$ cat config.mk
export PLATFORM = sky130hd
export DESIGN_NAME = stream_pixel_unit
export DESIGN_NICKNAME = d
export VERILOG_FILES = /design/src/rtl/stream_pixel_unit_pkg.sv /design/src/rtl/stream_pixel_unit_texel_fetch.sv /design/src/rtl/stream_pixel_unit.sv
export SDC_FILE = /design/constraint.sdc
export NUM_CORES = 1
export LEC_CHECK = 0
export BUFFER_PORTS_ARGS = -buffer_cell sky130_fd_sc_hd__buf_2
export CAP_MARGIN = 0
export CELL_PAD_IN_SITES_DETAIL_PLACEMENT = 0
export CELL_PAD_IN_SITES_GLOBAL_PLACEMENT = 1
export CORE_AREA = 2 2 128 130
export DETAILED_ROUTE_END_ITERATION = 7
export DIE_AREA = 0 0 130 132
export HOLD_SLACK_MARGIN = 0.03
export PLACE_DENSITY_LB_ADDON = 0.3
export SETUP_SLACK_MARGIN = 0.02
export SKIP_CTS_REPAIR_TIMING = 1
export SLEW_MARGIN = 20
export SYNTH_ARGS = -nofsm -noshare
export SYNTH_HDL_FRONTEND = slang
export SYNTH_SLANG_ARGS = --single-unit
$ cat constraint.sdc
create_clock -name clk -period 4 [get_ports clk]
set_input_delay 0.6 -clock clk [delete_from_list [all_inputs] [get_ports clk]]
set_output_delay 0.6 -clock clk [all_outputs]
set_load 0.1 [all_outputs]
$ cat src/rtl/stream_pixel_unit_pkg.sv
// Shared constants for the per-pixel compositing unit and its texel fetch.
package stream_pixel_unit_pkg;

  localparam logic [1:0] DMODE_GE     = 2'd0;
  localparam logic [1:0] DMODE_GT     = 2'd1;
  localparam logic [1:0] DMODE_ALWAYS = 2'd2;
  localparam logic [1:0] DMODE_NEVER  = 2'd3;

  // Default transparent color: all ones, truncated to the color width by users.
  localparam logic [31:0] DEFAULT_COLOR_KEY = '1;

endpackage

$ cat src/rtl/stream_pixel_unit_texel_fetch.sv
// Combinational coverage test and texel select for one fixed screen pixel.
module stream_texel_fetch #(
  parameter int POS_X   = 0,
  parameter int POS_Y   = 0,
  parameter int TEX_W   = 16,
  parameter int TEX_H   = 2,
  parameter int COLOR_W = 8,
  parameter int POS_W   = 8
) (
  input  logic [TEX_H*TEX_W*COLOR_W-1:0] i_texture_data,
  input  logic [POS_W-1:0]               i_start_x,
  input  logic [POS_W-1:0]               i_start_y,
  output logic                           o_covered,
  output logic [COLOR_W-1:0]             o_texel
);

  localparam logic [POS_W:0] C_POS_X = (POS_W+1)'(POS_X);
  localparam logic [POS_W:0] C_POS_Y = (POS_W+1)'(POS_Y);
  localparam logic [POS_W:0] C_TEX_W = (POS_W+1)'(TEX_W);
  localparam logic [POS_W:0] C_TEX_H = (POS_W+1)'(TEX_H);

  logic [POS_W:0] w_dx;
  logic [POS_W:0] w_dy;
  logic [31:0]    w_idx;

  // One extra bit holds the sign; both operands are non-negative so it never overflows.
  assign w_dx = C_POS_X - {1'b0, i_start_x};
  assign w_dy = C_POS_Y - {1'b0, i_start_y};

  assign o_covered = !w_dx[POS_W] && (w_dx < C_TEX_W) &&
                     !w_dy[POS_W] && (w_dy < C_TEX_H);

  assign w_idx = 32'(w_dy) * TEX_W + 32'(w_dx);

  always_comb begin
    o_texel = '0;
    for (int k = 0; k < TEX_W*TEX_H; k++) begin
      if (o_covered && (w_idx == 32'(k))) begin
        o_texel = i_texture_data[k*COLOR_W +: COLOR_W];
      end
    end
  end

endmodule

$ cat src/rtl/stream_pixel_unit.sv
// One screen pixel: two-stage fragment compositor with depth test, color key and frame clear.
module stream_pixel_unit
  import stream_pixel_unit_pkg::*;
#(
  parameter int POS_X   = 0,
  parameter int POS_Y   = 0,
  parameter int TEX_W   = 16,
  parameter int TEX_H   = 2,
  parameter int COLOR_W = 8,
  parameter int DEPTH_W = 8,
  parameter int POS_W   = 8,
  parameter int CNT_W   = 8
) (
  input  logic                           clk,
  input  logic                           reset,
  input  logic                           i_clear,
  input  logic [COLOR_W-1:0]             i_clear_color,
  input  logic                           i_valid,
  output logic                           o_ready,
  input  logic [TEX_H*TEX_W*COLOR_W-1:0] i_texture_data,
  input  logic [POS_W-1:0]               i_start_x,
  input  logic [POS_W-1:0]               i_start_y,
  input  logic [DEPTH_W-1:0]             i_position_z,
  input  logic [1:0]                     i_mode,
  input  logic                           i_key_en,
  input  logic [COLOR_W-1:0]             i_color_key,
  output logic [COLOR_W-1:0]             o_color,
  output logic [DEPTH_W-1:0]             o_depth,
  output logic [CNT_W-1:0]               o_write_cnt,
  output logic                           o_busy
);

  logic                 w_covered;
  logic [COLOR_W-1:0]   w_texel;
  logic                 w_depth_pass;
  logic                 w_transparent;
  logic                 w_write;

  logic                 r_s1_valid;
  logic                 r_s1_covered;
  logic [COLOR_W-1:0]   r_s1_texel;
  logic [DEPTH_W-1:0]   r_s1_z;
  logic [1:0]           r_s1_mode;
  logic                 r_s1_key_en;
  logic [COLOR_W-1:0]   r_s1_key;
  logic [COLOR_W-1:0]   r_color;
  logic [DEPTH_W-1:0]   r_depth;
  logic [CNT_W-1:0]     r_write_cnt;

  stream_texel_fetch #(
    .POS_X  (POS_X),
    .POS_Y  (POS_Y),
    .TEX_W  (TEX_W),
    .TEX_H  (TEX_H),
    .COLOR_W(COLOR_W),
    .POS_W  (POS_W)
  ) u_fetch (
    .i_texture_data(i_texture_data),
    .i_start_x     (i_start_x),
    .i_start_y     (i_start_y),
    .o_covered     (w_covered),
    .o_texel       (w_texel)
  );

  // Handshake: a fragment transfers on a rising edge where i_valid && o_ready;
  // o_ready depends only on reset and i_clear, never on i_valid, and there is no backpressure otherwise.
  assign o_ready = !reset && !i_clear;

  always_comb begin
    w_depth_pass = 1'b0;
    case (r_s1_mode)
      DMODE_GE:     w_depth_pass = (r_s1_z >= r_depth);
      DMODE_GT:     w_depth_pass = (r_s1_z > r_depth);
      DMODE_ALWAYS: w_depth_pass = 1'b1;
      default:      w_depth_pass = 1'b0;
    endcase
    // A z==0 fragment is background fill and must stay visible even if it matches the key.
    w_transparent = r_s1_key_en && (r_s1_texel == r_s1_key) && (r_s1_z != '0);
    w_write       = r_s1_valid && r_s1_covered && w_depth_pass && !w_transparent;
  end

  always_ff @(posedge clk) begin
    if (reset) begin
      r_s1_valid   <= 1'b0;
      r_s1_covered <= 1'b0;
      r_s1_texel   <= '0;
      r_s1_z       <= '0;
      r_s1_mode    <= DMODE_GE;
      r_s1_key_en  <= 1'b0;
      r_s1_key     <= '0;
      r_color      <= '0;
      r_depth      <= '0;
      r_write_cnt  <= '0;
    end else if (i_clear) begin
      r_s1_valid  <= 1'b0;
      r_color     <= i_clear_color;
      r_depth     <= '0;
      r_write_cnt <= '0;
    end else begin
      if (w_write) begin
        r_color <= r_s1_texel;
        r_depth <= r_s1_z;
        if (r_write_cnt != '1) r_write_cnt <= r_write_cnt + 1'b1;
      end
      r_s1_valid <= i_valid;
      if (i_valid) begin
        r_s1_covered <= w_covered;
        r_s1_texel   <= w_texel;
        r_s1_z       <= i_position_z;
        r_s1_mode    <= i_mode;
        r_s1_key_en  <= i_key_en;
        r_s1_key     <= i_color_key;
      end
    end
  end

  assign o_color     = r_color;
  assign o_depth     = r_depth;
  assign o_write_cnt = r_write_cnt;
  assign o_busy      = r_s1_valid;

endmodule

* Word level (Yosys, flattened, before mapping) *
Cells that the tools add are included.

storage, ports and cells
  register bits after elaboration = 53
  bits in latches = 0
  memory bits (writable) = 0
  memory bits (read-only) = 0
  output and inout port bits = 26
  word-level logic and storage cells = 142
  memories kept = 0

cells by class
  add/sub/neg operators = 4
  multipliers = 0
  divide/modulo/power cells = 0
  $lt $le $gt $ge = 4
  equality and inequality tests = 35
  shifts and indexed selects = 0
  multiplexer cells = 35
  bitwise logic cells = 1
  reduce and logical (&&, ||, !) cells = 53

operator list
  operator               number
  $eq A32 B5 Y1 const B  16
  $mux W8                34
  $eq A32 B4 Y1 const B  8
  $eq A32 B3 Y1 const B  4
  $eq A32 B2 Y1 const B  2
  $logic_and A1 B1 Y1    41
  $eq A32 B1 Y1 const B  1
  $logic_not A32 Y1      1
  $sub A1 B8 Y9 const A  2
  $add A13 B9 Y14        1
  $lt A9 B2 Y1 const B   1
  $lt A9 B5 Y1 const B   1
  $add A8 B1 Y8 const B  1
  $eq A8 B8 Y1           1
  $ge A8 B8 Y1           1
  $gt A8 B8 Y1           1
  $ne A8 B8 Y1 const B   1
  $reduce_bool A8 Y1     1
  $logic_not A1 Y1       5
  $reduce_and A2 Y1      2
  $pmux W1 S3            1
  $eq A2 B1 Y1 const B   1
  $eq A2 B2 Y1 const B   1
  $logic_not A2 Y1       1
  other kinds (3)        3

* Longest topological paths before layout *
  word-level depth = 38
  depth in mapped cells = 11

* Modules after synthesis *
From an unflattened synthesis, not the netlist that was laid out.

unflattened totals
  cells, all modules = 387
  area total of the unflattened synthesis = 3195.6 sq um

modules (own cells, without submodules)
  module              times used  cells an instance  area an instance (sq um)  sequential area each (sq um)
  stream_pixel_unit   1           283                2383.5                    1061.0
  stream_texel_fetch  1           104                812.0                     0.0

* Least setup slack after synthesis *
Ideal clock, no wire load.

  kind = input to register
  start = input port i_start_x[2]
  end = register r_s1_texel[0]
  setup time = 71 ps
  data arrival time = 3133 ps
  slack = 796 ps
  stages on the path = 11
  path buffers = 1
  cell sequence = or4_1 buf_2 xor2_1 ha_1 inv_1 fa_1 o311ai_2 o211ai_1 a311oi_2 o2111ai_2 o21ai_1

between the ends
  word-level cells in the longest chain between the ends = 38
  elaborated cells on any way between the ends = 103

ends and longest elaborated chain
  element                                                   line                                 text
  start, declared                                           stream_pixel_unit.sv:21              input logic [POS_W-1:0] i_start_x,
  $sub A1 B8 Y9 *                                           stream_pixel_unit_texel_fetch.sv:27  assign w_dx = C_POS_X - {1'b0, i_start_x};
  branches (longest 36 deep; another with $add A13 B9 Y14)  --
  $mux W8 *                                                 stream_pixel_unit_texel_fetch.sv:38  if (o_covered && (w_idx == 32'(k))) begin
  end signal, assigned                                      stream_pixel_unit.sv:108             r_s1_texel <= w_texel;
  end, declared                                             stream_pixel_unit.sv:41              logic [COLOR_W-1:0] r_s1_texel;

Mark *: on every way between the ends.
A chain may end at the register's enable or synchronous reset.

* Final worst setup path *
  start = input port i_start_x[2]
  end = register r_s1_texel[7]

The elaborated chain is that of the path after synthesis.

==> run_results.csv <==
group,metric,value,unit
run_status,status,"completed",
die,io_pins,329,
worst_setup_path,reg2reg_from,"o_depth[6]$_SDFFE_PN0P_",
timing,rsz0062_at_grt,"no",
power,switching_share,26.8,%
worst_setup_path,worstSetupPathType,"in2reg",
logic_synthesis,synth_common_cells,"nand2_1 (59), dfxtp_1 (53), a21oi_1 (28), mux2i_1 (24), nor2_1 (24)",
die,initial_core_util,18.3,%
logic_synthesis,synth_ff_type,"dfxtp_1",
layout,post_route_cells_drive_above_1_share,25.4,%
logic_synthesis,synth_seq_area_share,36.9,%
drt,wirelength,9.12,mm
power,leakage,1.53,nW
placement,dp_slack,0.302,ns
drt,drtIter0Drc,122,
power,p_clk_share,41.0,%
power,internal_power,0.000988,W
grt,grt_pass1_wl,14.6,mm
logic_synthesis,syn_area_per_cell,8.46,um2
worst_setup_path,critical-path-slowest-cell,"or4_1",
power,p_per_area,359,nW/um2
logic_synthesis,synth_area_leaders,"dfxtp_1 (37%), mux2i_1 (8.4%), nand2_1 (7.7%)",
placement,gp_congestion,0.796,
die,die_w,130,um
placement,hpwl,7.41,mm
worst_setup_path,worst-path-buf-inv,2,
worst_setup_path,path_delay_family,"compound AO/OA/AOI/OAI gates",
timing,period_needed,3.36,ns
cts,htreeDepth,2,
worst_setup_path,endpoint_kind,"register",
logic_synthesis,yosysTopAreaCell,"dfxtp_1",
logic_synthesis,syn_inst,340,
power,seqPwrFrac,41.1,%
grt,overflow,0,
logic_synthesis,synth.distinct_cells,47,
cts,cts_buffers,5,
worst_setup_path,start_kind,"primary input",
logic_synthesis,synth_edf_count,0,
placement,dpl.cell_count,633,
timing,finalSetupViolCount,0,
logic_synthesis,synth-seq-cells,53,
worst_hold_path,hp-start,"r_s1_covered$_SDFFE_PP0P_",
drt,ant_nets,0,
worst_setup_path,critical_path.startpoint,"i_start_x[2]",
timing,slew_headroom,53.6,%
worst_setup_path,cp_max_fo,8,
drt,wl_per_cell,14.2,um
timing,setup_slack,0.637,ns
worst_hold_path,hp-class,"reg2reg",
timing,fmax,297,MHz
die,die_area,17200,um2
grt,grt_max_degree,32,
cts,cts_tree,"done",
run,drv_cap,0,
worst_setup_path,crit_chain,"buf_2, or4_1, xor2_1, ha_1, inv_1, fa_1, o311ai_2, o211ai_1, a311oi_2, o2111ai_2, o21ai_1",
cts,clk_pin_slew,0.07,ns
worst_setup_path,required,4.22,ns
logic_synthesis,syn_nets,659,
cts,clock_path_buffers,2,
logic_synthesis,async_flop_share,0,%
timing,whs,0.458,ns
timing,maxSlewViolCount,0,
timing,clock_skew,0.00971,ns
power,ir_worst_vdd,0.150,mV
placement,port_buffers,88,
worst_setup_path,slowest_delay,0.66,ns
grt,grt_usage,11.1,%
layout,synthToLayoutAreaGrowth,30.5,%
grt,antenna_found_initial,0,
drt,vias,2652,
power,total_power,0.00135,W
logic_synthesis,syn_area,2880,um2
grt,grt_pass1_vias,2676,
cts,clkLatencyLatePin,0.30,ns
timing,post-route-period-util,84.1,%
timing,tightest_slew,0.696,ns
timing,tns,0,ns
cts,cts_root_buf,"clkbuf_16",
logic_synthesis,yosysWarnings,0,
layout,antennaDiodeCount,0,
drt,drc,0,
die,die-height,132,um
power,pwr-share-comb,17.9,%
drt,post_drt_via_cell_ratio,4.14,
timing,hold_viol_final,0,
logic_synthesis,synth.most_common_cell,"nand2_1",
cts,cts.sinks,53,
worst_setup_path,arrival,3.59,ns
drt,drt_pass1_iterations,4,
die,core_area,15700,um2
layout,stdcell_count,641,
logic_synthesis,synth_top_area_share,36.9,%
layout,final_net_count,743,
die,rows,46,
power,power.switching,0.000361,W
[sequential cells by signal, summed over array words and instances (netlist names)]
register      cells
r_s1_texel        8
o_color           8
o_depth           8
r_s1_key          8
r_s1_z            8
r_s1_mode         2
r_s1_key_en       1
r_s1_covered      1
o_write_cnt       8
o_busy            1
[path summary, 6_finish.rpt]
check,depth (start not counted),end,slack [ns]
worst max register to register,10,o_color[0]$_SDFFE_PP0P_,1.41
worst max-delay path,11,r_s1_texel[7]$_SDFFE_PP0P_,0.64
worst min-delay path,2,r_s1_covered$_SDFFE_PP0P_,0.46
worst min register to register,2,r_s1_covered$_SDFFE_PP0P_,0.46
[cells in the final DEF, fill, tap and decap left out, types with 2 or more instances in the layout]
master and count:
buf_2 88, nand2_1 59, dfxtp_1 53, a21oi_1 27, nor2_1 24, mux2i_1 24, inv_1 18, ha_1 15
xor2_1 11, a211oi_1 10, o21ai_1 10, xnor2_1 9, nand3_1 7, nand4_1 5, nor4_1 5, clkbuf_16 5
buf_4 5, or4_1 4, nor3_1 3, o21a_1 3, o211ai_1 3, nor2b_1 2, o21bai_1 2, a21o_1 2
o21ai_0 2, o31ai_1 2, or3_1 2, xnor3_1 2, bufinv_16 2
[cell type report]
type,instances,area (um2)
repair buffers,93,478
flip-flops and latches,53,1060
clock buffers,5,125
well taps,216,270
multi-input cells,252,1680
clock inverters,3,65.1
inverters,19,71.3
fillers,1758,12000
[power groups by stage]
stage               clock network, W  logic (W)  registers, W
floorplan                          0   0.000124      0.000606
global placement                   0   0.000240      0.000567
detailed placement                 0   0.000244      0.000567
CTS                         0.000571   0.000245      0.000555
global route                0.000589   0.000266      0.000557
finish                      0.000553   0.000241      0.000555
[metrics by stage]
stage,util (%),instance area [um2]
after floorplan,-,2880
after detailed placement,22.7,3560
final,23.9,3750
after global routing,23.9,3750
after global placement,22.7,3560
after CTS,23.9,3750
[metal layers]
layer	share of wire [%]	vias to the layer above	GRT usage, %	wire (um)
met1	46	1231	14.0	4200
met2	46	57	17.7	4160
met5	0	-	0	0
met4	1.3	0	3.23	116
met3	7.0	6	4.10	642
li1	-	1358	-	-
[cell families (layout without fill, tap and decap cells)]
family | after synthesis | count (layout) | share of synthesized area [%]
and+or+nand+nor | 119 | 119 | 18.9
AOI/OAI and AO/OA | 70 | 70 | 15.8
DFF | 53 | 53 | 36.9
buffers and inverters | 35 | 120 | 4.70
muxes | 25 | 25 | 8.75
xor gates and xnor gates | 22 | 22 | 7.66
adders and majority gates | 16 | 16 | 7.22
[worst register-to-register path, stage by stage, from the launching register on]
cell and delay [ns]:
dfxtp_1 0.40, inv_1 0.06, ha_1 0.30, nand4_1 0.10, o21bai_1 0.10, nand2_1 0.09, o2111ai_1 0.19, a21oi_2 0.57
buf_4 0.34, mux2i_1 0.22, a211oi_1 0.08
Note: power is estimated with default switching activity, not from simulation.
